<file path="src/rtl/vga_sync_gen.sv">
// Free-running VGA raster timing generator: pixel-rate enable, h/v counters and
// zero-latency sync / blanking / start-of-line / start-of-frame decode.
module vga_sync_gen #(
    parameter int CLK_DIV   = 2,
    parameter int H_VISIBLE = 640,
    parameter int H_FRONT   = 16,
    parameter int H_SYNC    = 96,
    parameter int H_BACK    = 48,
    parameter int V_VISIBLE = 480,
    parameter int V_FRONT   = 10,
    parameter int V_SYNC    = 2,
    parameter int V_BACK    = 33
) (
    input  logic       clk,
    input  logic       rst,
    output logic       p_tick,
    output logic [9:0] x_pos,
    output logic [9:0] y_pos,
    output logic       hsync,
    output logic       vsync,
    output logic       video_on,
    output logic       frame_start,
    output logic       line_start
);

    localparam int H_TOTAL = H_VISIBLE + H_FRONT + H_SYNC + H_BACK;
    localparam int V_TOTAL = V_VISIBLE + V_FRONT + V_SYNC + V_BACK;

    localparam logic [9:0] H_LAST = 10'(H_TOTAL - 1);
    localparam logic [9:0] V_LAST = 10'(V_TOTAL - 1);

    // Decode bounds kept 32 bits wide so a sync pulse ending exactly at 1024 still compares correctly.
    localparam int unsigned H_VIS_END  = H_VISIBLE;
    localparam int unsigned HS_START   = H_VISIBLE + H_FRONT;
    localparam int unsigned HS_END     = H_VISIBLE + H_FRONT + H_SYNC;
    localparam int unsigned V_VIS_END  = V_VISIBLE;
    localparam int unsigned VS_START   = V_VISIBLE + V_FRONT;
    localparam int unsigned VS_END     = V_VISIBLE + V_FRONT + V_SYNC;

    logic [9:0]  h_cnt;
    logic [9:0]  v_cnt;
    logic [31:0] h_wide;
    logic [31:0] v_wide;

    generate
        if (CLK_DIV == 1) begin : g_no_div
            assign p_tick = 1'b1;
        end else begin : g_div
            localparam int DIV_W = $clog2(CLK_DIV);
            localparam logic [DIV_W-1:0] DIV_LAST = DIV_W'(CLK_DIV - 1);

            logic [DIV_W-1:0] div_cnt;

            // NOTE: sequential state uses non-blocking assignments so every register
            // samples pre-edge values regardless of block ordering.
            always_ff @(posedge clk) begin
                if (rst) begin
                    div_cnt <= '0;
                end else if (div_cnt == DIV_LAST) begin
                    div_cnt <= '0;
                end else begin
                    div_cnt <= div_cnt + 1'b1;
                end
            end

            assign p_tick = (div_cnt == DIV_LAST);
        end
    endgenerate

    always_ff @(posedge clk) begin
        if (rst) begin
            h_cnt <= '0;
            v_cnt <= '0;
        end else if (p_tick) begin
            if (h_cnt == H_LAST) begin
                h_cnt <= '0;
                v_cnt <= (v_cnt == V_LAST) ? 10'd0 : v_cnt + 10'd1;
            end else begin
                h_cnt <= h_cnt + 10'd1;
            end
        end
    end

    assign h_wide = {22'd0, h_cnt};
    assign v_wide = {22'd0, v_cnt};

    assign x_pos       = h_cnt;
    assign y_pos       = v_cnt;
    assign hsync       = !((h_wide >= HS_START) && (h_wide < HS_END));
    assign vsync       = !((v_wide >= VS_START) && (v_wide < VS_END));
    assign video_on    = (h_wide < H_VIS_END) && (v_wide < V_VIS_END);
    assign line_start  = p_tick && (h_cnt == 10'd0);
    assign frame_start = p_tick && (h_cnt == 10'd0) && (v_cnt == 10'd0);

endmodule
</file>
<file path="config.mk">
export PLATFORM = sky130hd
export DESIGN_NAME = vga_sync_gen
export DESIGN_NICKNAME = d
export VERILOG_FILES = /design/src/rtl/vga_sync_gen.sv
export SDC_FILE = /design/constraint.sdc
export NUM_CORES = 1
export LEC_CHECK = 0
export CORE_AREA = 2 2 58 60
export DETAILED_ROUTE_END_ITERATION = 10
export DIE_AREA = 0 0 60 62
export DONT_BUFFER_PORTS = 1
export GPL_ROUTABILITY_DRIVEN = 0
export GPL_TIMING_DRIVEN = 0
export PLACE_DENSITY = 0.55
export SYNTH_ARGS = -nofsm -noshare
export SYNTH_HDL_FRONTEND = slang
export SYNTH_SLANG_ARGS = --single-unit
</file>
<file path="constraint.sdc">
create_clock -name clk -period 2.4 [get_ports clk]
set_input_delay 0.24 -clock clk [delete_from_list [all_inputs] [get_ports clk]]
set_output_delay 0.24 -clock clk [all_outputs]
set_load 0.1 [all_outputs]
</file>
* After elaboration in Yosys (flattened, before gate mapping)
Cells that the tools add are included.
Storage, ports and cells: input port bits 2, word-level logic and storage cells 27, flip-flop bits (word level) 21, output and inout port bits 26
Operators by class: eq/ne operators 2, reductions and logical operators 11, mux-type cells 2, $lt $le $gt $ge 6, add/sub/neg operators 3
Operators by type and width (number):
- adder 10 x 1 -> 10 bit, second input constant | 2
- == test 10 bit, second input constant | 2
- zero test 10 bit | 2
- < comparator 10 bit, second input constant | 2
- < comparator 10 x 9 -> 1 bit, second input constant | 2
- two-way mux 10 bit | 2
- greater-or-equal comparator 10 bit, second input constant | 1
- greater-or-equal comparator 10 x 9 -> 1 bit, second input constant | 1
- logical AND 1 bit | 5
- zero test 1 bit | 2
- AND reduction 2 bit | 1
- OR reduction 2 bit | 1
- adder 1 bit, second input constant | 1

* Logic depth before layout (Yosys ltp)
Gate-level depths: netlist of run 1.
word-level depth 3, gate-level depth with buffers 6, gate-level depth less buffers 6

* Worst setup path before layout of run 1
OpenSTA, ideal clock, no wires.
kind register to output, start point reg h_cnt[7], in the netlist x_pos[7], end point out video_on, cell stages (with the launch flop) 4, data arrival time 3132 ps, buffers on the path 1, path slack -972 ps, data required time 2160 ps, cells stage by stage dfxtp_1 clkbuf_2 o21a_1 nor3_1
Between the ends: word-level cells in the longest chain between the ends 2
RTL lines:
- from (decl) | RTL line 40 | logic [9:0] h_cnt;
- from (signal assigned) | RTL line 79 | h_cnt <= h_cnt + 10'd1;
- < comparator 10 bit | RTL line 91 | assign video_on = (h_wide < H_VIS_END) && (v_wide < V_VIS_END);
- logical AND 1 bit | RTL line 91
- to (decl) | RTL line 21 | output logic video_on,
Every way passes these cells.

* Worst setup path after layout of run 1
start point reg h_cnt[7], in the netlist x_pos[7], end point out frame_start
Between the ends: word-level cells in the longest chain between the ends 3
RTL lines:
- zero test 10 bit
- logical AND 1 bit
- named net line_start | RTL line 23 | output logic line_start
- logical AND 1 bit | RTL line 93 | assign frame_start = p_tick && (h_cnt == 10'd0) && (v_cnt == 10'd0);
- to (decl) | RTL line 22 | output logic frame_start,
The timed path passes the listed nets, and every way through them passes these cells.

==> results.toml, run 1 <==
[synth]
syn_area_mm2 = 0.00120
yosysTopAreaCellShare = 0.349
syn-num-nets = 144
yosysTopAreaCell = "dfxtp_1"
ys_top_cells_by_area = "dfxtp_1 35%, nor2_1 5.6%, ha_1 5.2%, xnor2_1 5.1%, xor2_1 4.4%"
yosys_warnings = 0
synth_cell_types = 40
synth_seq_cells = 21
synth_edf_count = 0
ys_seq_area_frac = 0.349
syn_avg_cell_area_um2 = 8.79
netlist_instances = 137
ys.flop_type = "dfxtp_1"
async_reset_ff_frac = 0

[clock_network]
clk_path_buf_depth = 2
htreeDepth = 1
cts.sinks = 21
cts_made_buffers = 3
insertion_delay_ns = 0.31
clkTransAtPathRegs_ns = 0.12
root_buffer = "clkbuf_4"
cts_tree = "built"
ctsHoldBuffers = 0

[setup_path]
path_depth = 4
cp.arrival_ns = 2.09
end_kind = "primary output"
r2r_cells = 5
regToRegEndpoint = "y_pos[9]"
cp_data_required_time_ns = 2.16
rrSetupSlack_ns = 0.20
cp_common_cell = "and4_4"
cp_num_buf_inv = 1
crit_path_max_incr_delay_ns = 0.50
endpoint = "frame_start"
path_max_fanout = 9
slowest_stage = "and4_4"
startpoint_type = "flip-flop"
critPathKind = "flip-flop to primary output"
critPathLaunch = "x_pos[7]"
path_cells = "clkbuf_4, nor2b_2, and4_4, and4_4"
worstReg2RegStart = "x_pos[1]"
cpLargestDelayFamily = "simple AND/OR/NAND/NOR gates"

[placed_design]
dpl.hpwl_um = 2040
placed_cells = 184
placement.cell_area_mm2 = 0.00131
portBuffers = 0

[routing]
ant_nets = 0
first_pass_iters = 4
via_count = 1006
wl_um = 2760
vias_per_cell = 5.27
drc_errors = 0
drtIter0Drc = 66
wl_per_cell_um = 14.5

[power_and_ir_drop]
p_leak_nw = 0.498
p_comb_frac = 0.098
power_switching_share = 0.313
p_clk_frac = 0.284
power_density_mw_per_mm2 = 419
ir_drop_v = 0.000298
p_seq_frac = 0.618
internal_power_uw = 421
switchingPower_uw = 192

[run_status]
run_status = "completed"

[sta]
relSlewSlack = 0.223
fmax_mhz = 428
rsz0062_at_grt = "yes"
setup_viol = 0
slew_viol_final = 0
tightestPinTransition_ns = 1.16
fin_tns_setup_ns = 0
period_needed_ns = 2.33
period_share = 0.973
fin_skew_ns = 0.00660
final_hold_viol_count = 0

[layout]
final_common_cell = "nor2_1"
final_cell_count_no_fill = 191
antenna_cells = 0
final_core_util = 0.460
drive_gt1_frac = 0.352
num-nets-final = 153
final_cell_mix = "18 x nor2_1, 12 x dfxtp_4, 8 x nand3_1, 8 x dfxtp_2, 7 x xnor2_1"
stdcell_area_mm2 = 0.00146
areaGrowthSynthToFinish_pct = 21.3

[worst_hold_path]
min_path_type = "input pin to flip-flop"

[global_route]
grt_max_degree = 13
grt_pass1_wl_um = 4530
grtUsageTotal = 0.162
antenna_found_initial = 0
grt_overflow = 0
grt_pass1_vias = 969

[die]
dieArea_mm2 = 0.00372
core_mm2 = 0.00318
initial_core_util = 0.379
die_w_um = 60
num_io_pins = 28
die_y_um = 62
std_cell_rows = 21

[job]
cap_violations = 0
## per-stage QoR
step                      worst slack [ns]  power (mW)  hold WS, ns
final                               0.0658       0.613        0.129
after floorplan                     -0.110       0.449        0.445
after CTS                         -0.00952       0.631        0.112
after detailed placement            -0.151       0.457        0.468
after global placement              -0.279       0.457        0.469
after global routing               0.00130       0.649        0.114
## what timing repair did
action,in CTS,in global routing
pin swaps,2,3
setup buffers,2,1
endpoints found under the hold margin,0,0
resized for setup,28,7
setup endpoints to repair,17,3
## how the worst min path moves through the flow
stage          cells after the start  startpoint      to  slack [ns]
5_1_grt                            2         rst  p_tick        0.11
3_5_place_dp                       2         rst  p_tick        0.47
6_report                           2         rst  p_tick        0.13
2_1_floorplan                      2         rst  p_tick        0.44
3_3_place_gp                       2         rst  p_tick        0.47
4_1_cts                            2         rst  p_tick        0.11
## cell families (layout without fill, tap and decap cells)
family,after synthesis,after routing,share of synthesized area
fa+ha+maj,5,5,0.0519
buf+inv,14,22,0.0571
mux,2,2,0.0166
compound gates,12,12,0.0696
simple gates,70,70,0.361
xor+xnor,13,13,0.0945
flops,21,21,0.349
## synthesized netlist by cell type (all sizes together) (2+ instances only)
library cell and instances:
a21oi 5, and3 3, and4 5, buf 2, clkbuf 5, dfxtp 21, ha 5, inv 7
mux2i 2, nand2 6, nand2b 3, nand3 9, nand4 4, nand4b 2, nor2 18, nor2b 3
nor3 4, nor4 5, or4 2, xnor2 7, xor2 6
## layout make-up
class	count	area, µm²
fillers	320	1720
well taps	46	57.6
repair buffers	4	37.5
inverters	7	26.3
multi-input cells	102	766
clock buffers	3	22.5
plain buffers	7	71.3
clock inverters	1	5.00
flip-flops and latches	21	475
## metal layers
metal | GRT usage | vias to the layer above | wire length, µm
li1 | - | 499 | -
met1 | 0.195 | 477 | 1170
met2 | 0.284 | 28 | 1380
met3 | 0.0559 | 2 | 202
met4 | 0.0286 | 0 | 16
met5 | 0 | - | 0
## sequential cells by signal, summed over array words and instances (netlist names)
| register | flops |
|---|---|
| p_tick | 1 |
| y_pos | 10 |
| x_pos | 10 |
## worst register-to-register path, delay by kind of cell, from the launching register on
family	cells	cell delay, ns
AND/OR/NAND/NOR	3	1.09
AO/OA/AOI/OAI	1	0.13
adder cells (fa/ha/maj)	1	0.34
flip-flops	1	0.57
## power groups by stage
stage	logic, mW	clock network (mW)	registers [mW]
floorplan	0.0534	0	0.395
global placement	0.0596	0	0.397
detailed placement	0.0596	0	0.397
CTS	0.0603	0.189	0.382
global route	0.0642	0.204	0.380
finish	0.0598	0.174	0.379
No activity file was read; power rests on OpenSTA's default activity.
==> run 2, diff against run 1 <==
--- a/config.mk
+++ b/config.mk
@@ -6,12 +6,14 @@
 export NUM_CORES = 1
 export LEC_CHECK = 0
 export CORE_AREA = 2 2 58 60
+export CTS_CLUSTER_SIZE = 8
 export DETAILED_ROUTE_END_ITERATION = 10
 export DIE_AREA = 0 0 60 62
 export DONT_BUFFER_PORTS = 1
 export GPL_ROUTABILITY_DRIVEN = 0
 export GPL_TIMING_DRIVEN = 0
-export PLACE_DENSITY = 0.55
+export MAX_ROUTING_LAYER = met4
+export PLACE_DENSITY = 0.51
 export SYNTH_ARGS = -nofsm -noshare
 export SYNTH_HDL_FRONTEND = slang
 export SYNTH_SLANG_ARGS = --single-unit
==> run 2 against run 1 <==
Compared with the run above:
- clock skew up 0.0018 ns
- critical path depth fell by 1
- via count grew 0.60%
- sequential power hardly changed
==> results.toml, run 2 (synthesis gave the netlist of run 1 again) <==
[layout]
final_common_cell = "nor2_1"
multi_input_area_um2 = 766
fillerInstances = 325
antenna_cells = 0
areaGrowthSynthToFinish_pct = 20.5
drive_gt1_frac = 0.345
final_cell_mix = "18 x nor2_1, 11 x dfxtp_4, 9 x dfxtp_2"
stdcell_area_mm2 = 0.00145
num-nets-final = 153
ff_latch_area_um2 = 473

[die]
die_y_um = 62
std_cell_rows = 21
die_w_um = 60
core_mm2 = 0.00318
initial_core_util = 0.379
num_io_pins = 28
dieArea_mm2 = 0.00372

[clock_network]
cts_tree = "built"
cts_made_buffers = 3
insertion_delay_ns = 0.31
clk_path_buf_depth = 2
cts.sinks = 21
clkTransAtPathRegs_ns = 0.13
root_buffer = "clkbuf_4"
ctsHoldBuffers = 0
htreeDepth = 1

[sta]
period_needed_ns = 2.32
fin_tns_setup_ns = 0
fmax_mhz = 430
setup_viol = 0
relSlewSlack = 0.224
slew_viol_final = 0
tightestPinTransition_ns = 1.16
final_hold_viol_count = 0
period_share = 0.968
rsz0062_at_grt = "no"
fin_skew_ns = 0.00837

[routing]
wl_per_cell_um = 14.7
drc_errors = 0
ant_nets = 0
via_count = 1012
drtIter0Drc = 43
first_pass_iters = 4
vias_per_cell = 5.30
wl_um = 2810

[power_and_ir_drop]
power_density_mw_per_mm2 = 426
ir_drop_v = 0.000283
p_leak_nw = 0.494

[worst_hold_path]
min_path_cells = 2
hp-start = "rst"
worstHoldEndpoint = "p_tick"
min_path_type = "input pin to flip-flop"

[global_route]
antenna_found_initial = 0
grt_pass1_vias = 971
grt_overflow = 0
grt_pass1_wl_um = 4570
grtUsageTotal = 0.169
grt_max_degree = 12

[setup_path]
cp_data_required_time_ns = 2.16
worstReg2RegStart = "x_pos[1]"
rrSetupSlack_ns = 0.20
cp.arrival_ns = 2.08
startpoint_type = "flip-flop"
regToRegEndpoint = "y_pos[9]"
critPathKind = "flip-flop to primary output"
end_kind = "primary output"
r2r_cells = 5
path_max_fanout = 8

[placed_design]
dpl.hpwl_um = 2060
portBuffers = 0
placement.cell_area_mm2 = 0.00131

[run_status]
run_status = "completed"

[job]
cap_violations = 0
[run 2: power by group]
group	leakage, nW	total [mW]	internal [mW]	switching [mW]
clock	0.0150	0.178	0.0647	0.113
sequential	0.183	0.380	0.343	0.0366
combinational	0.296	0.0601	0.0162	0.0439
[run 2: per-stage QoR]
| stage | cells | hold WS [ns] | power, mW | worst slack [ns] | util |
|---|---|---|---|---|---|
| 2_1_floorplan | 137 | 0.445 | 0.449 | -0.110 | - |
| 3_3_place_gp | 183 | 0.468 | 0.457 | -0.315 | 0.405 |
| 3_5_place_dp | 184 | 0.473 | 0.457 | -0.146 | 0.412 |
| 4_1_cts | 188 | 0.131 | 0.627 | -0.00176 | 0.439 |
| 5_1_grt | 191 | 0.124 | 0.654 | 0.000508 | 0.457 |
| 6_report | 191 | 0.137 | 0.618 | 0.0771 | 0.457 |
[run 2: area by class of cell]
class                   count  share of cell area
repair buffers              4              0.0259
clock buffers               4              0.0181
multi-input cells         102               0.528
well taps                  46              0.0397
plain buffers               7              0.0448
inverters                   7              0.0181
flip-flops and latches     21               0.326
[run 2: worst max-delay path: stages, from the launching register on]
cell and delay (ns):
dfxtp_2 0.55, nor3_4 0.27, and4_4 0.47, and4_4 0.50
[run 2: timing repair]
action / in CTS / in global routing
pin swaps: 2 / 3
endpoints found under the hold margin: 0 / 0
setup endpoints to repair: 15 / 3
buffers inserted: 0 / 3
gates resized for setup: 24 / 13
[run 2: routing by layer]
| metal | vias up | wire length, µm | part of all wire | track usage |
|---|---|---|---|---|
| li1 | 504 | - | - | - |
| met1 | 487 | 1240 | 0.44 | 0.208 |
| met2 | 19 | 1410 | 0.50 | 0.276 |
| met3 | 2 | 145 | 0.052 | 0.0352 |
| met4 | 0 | 19 | 0.0068 | 0.0571 |
| met5 | - | 0 | 0 | - |
[run 2: worst max-delay path by stage]
stage	startpoint	to	slack, ns	depth (start not counted)
after global placement	y_pos[5]	vsync	-0.32	3
after CTS	x_pos[4]	frame_start	-0.002	4
after global routing	x_pos[5]	frame_start	0.0005	3
after detailed placement	x_pos[2]	y_pos[9]	-0.15	4
after floorplan	y_pos[0]	vsync	-0.11	3
final	x_pos[5]	frame_start	0.08	3
==> run 3, diff against run 2 <==
--- a/config.mk
+++ b/config.mk
@@ -14,6 +14,7 @@
 export GPL_TIMING_DRIVEN = 0
 export MAX_ROUTING_LAYER = met4
 export PLACE_DENSITY = 0.51
+export SLEW_MARGIN = 30
 export SYNTH_ARGS = -nofsm -noshare
 export SYNTH_HDL_FRONTEND = slang
 export SYNTH_SLANG_ARGS = --single-unit
==> run 3 against run 2 <==
Compared with the run above:
- total power decreased by 0.44%
- flip-flop and latch count stayed put
- non-clock buffer count did not move
- critical path depth stayed put
- combinational power about the same
- final area barely moved
- clock skew increased by 0.0016 ns
- routed wire length decreased by 1.4%
- sequential share of layout area rose by 0.058 points
- hold slack is essentially flat
- clock power about the same
- critical path type unchanged
==> results.toml, run 3 (synthesis gave the netlist of run 1 again) <==
[power_and_ir_drop]
p_seq_frac = 0.618
p_comb_frac = 0.098
internal_power_uw = 424
power_density_mw_per_mm2 = 424
ir_drop_v = 0.000242
p_clk_frac = 0.285
p_leak_nw = 0.495
switchingPower_uw = 191
power_uw = 615
power_switching_share = 0.310

[clock_network]
cts.sinks = 21
htreeDepth = 1
clkTransAtPathRegs_ns = 0.12
cts_tree = "built"
ctsHoldBuffers = 0
cts_made_buffers = 3
insertion_delay_ns = 0.31
clk_path_buf_depth = 2
root_buffer = "clkbuf_4"

[die]
core_mm2 = 0.00318
initial_core_util = 0.379
die_w_um = 60
std_cell_rows = 21
die_y_um = 62
num_io_pins = 28
dieArea_mm2 = 0.00372

[placed_design]
portBuffers = 0
placed_cells = 184
place_ws_ns = -0.0605
dpl.hpwl_um = 2070
placement.cell_area_mm2 = 0.00132

[setup_path]
critPathKind = "flip-flop to primary output"
path_max_fanout = 8
cp.arrival_ns = 2.08
cp_data_required_time_ns = 2.16
r2r_cells = 5
startpoint_type = "flip-flop"
end_kind = "primary output"
worstReg2RegStart = "x_pos[1]"
rrSetupSlack_ns = 0.19
regToRegEndpoint = "y_pos[9]"

[global_route]
grt_pass1_wl_um = 4370
grt_pass1_vias = 917
grt_max_degree = 12
grt_overflow = 0
antenna_found_initial = 0
grtUsageTotal = 0.162

[routing]
ant_nets = 0
vias_per_cell = 5.24
wl_um = 2770
via_count = 1001
wl_per_cell_um = 14.5
drc_errors = 0
first_pass_iters = 4
drtIter0Drc = 22

[worst_hold_path]
hp-start = "rst"
min_path_type = "input pin to flip-flop"
worstHoldEndpoint = "p_tick"
min_path_cells = 2

[sta]
tightestPinTransition_ns = 1.00
period_share = 0.967
fin_skew_ns = 0.00999
setup_viol = 0
fmax_mhz = 431
relSlewSlack = 0.330
slew_viol_final = 0
fin_tns_setup_ns = 0
final_hold_viol_count = 0
rsz0062_at_grt = "no"
setup_slack_ns = 0.0787
period_needed_ns = 2.32

[layout]
num-nets-final = 153
ff_latch_area_um2 = 474
final_cell_count_no_fill = 191
areaGrowthSynthToFinish_pct = 20.6
fillerInstances = 320
final_cell_mix = "18 x nor2_1, 11 x dfxtp_4, 10 x dfxtp_2"
stdcell_area_mm2 = 0.00145
multi_input_area_um2 = 766
final_common_cell = "nor2_1"
antenna_cells = 0
drive_gt1_frac = 0.352

[run_status]
run_status = "completed"

[job]
cap_violations = 0
## run 3: per-stage QoR
| stage | hold slack, ns | utilization |
|---|---|---|
| 6_report | 0.136 | 0.457 |
| 5_1_grt | 0.115 | 0.457 |
| 4_1_cts | 0.124 | 0.440 |
| 3_5_place_dp | 0.474 | 0.416 |
| 3_3_place_gp | 0.468 | 0.405 |
| 2_1_floorplan | 0.445 | - |
## run 3: power by group through the flow
stage,Sequential (mW),Combinational [mW],Clock [mW]
after detailed placement,0.397,0.0601,0
after floorplan,0.395,0.0534,0
after CTS,0.382,0.0605,0.186
after global placement,0.397,0.0597,0
after global routing,0.381,0.0654,0.207
final,0.380,0.0600,0.175
## run 3: final cells by class
type                       count  area share
sequential                    21       0.326
buffer                         7      0.0448
clock buffer                   4      0.0181
timing repair buffer           4      0.0258
inverter                       7      0.0181
multi-input combinational    102       0.527
tap                           46      0.0396
## run 3: worst max path at each step
stage,slack [ns],startpoint,endpoint
after floorplan,-0.11,y_pos[0],vsync
after global placement,-0.32,y_pos[5],vsync
after detailed placement,-0.06,y_pos[2],y_pos[9]
after CTS,-0.02,x_pos[7],hsync
after global routing,0.008,x_pos[9],frame_start
final,0.08,x_pos[5],frame_start
## run 3: what timing repair did
item / in CTS / in global routing
cloned: 0 / 0
setup endpoints to repair: 4 / 4
pin swaps: 2 / 3
endpoints found under the hold margin: 0 / 0
setup buffers: 0 / 3
gates resized for setup: 14 / 12
## run 3: worst max-delay path, stage by stage, from the launching register on
cell and delay (ns):
dfxtp_2 0.55, nor3_4 0.27, and4_4 0.47, and4_4 0.50
## run 3: layer usage
| metal | wire [µm] | track usage | up-vias |
|---|---|---|---|
| met3 | 139 | 0.0373 | 4 |
| met5 | 0 | - | - |
| li1 | - | - | 505 |
| met2 | 1370 | 0.261 | 20 |
| met4 | 35 | 0.0667 | 0 |
| met1 | 1230 | 0.196 | 472 |
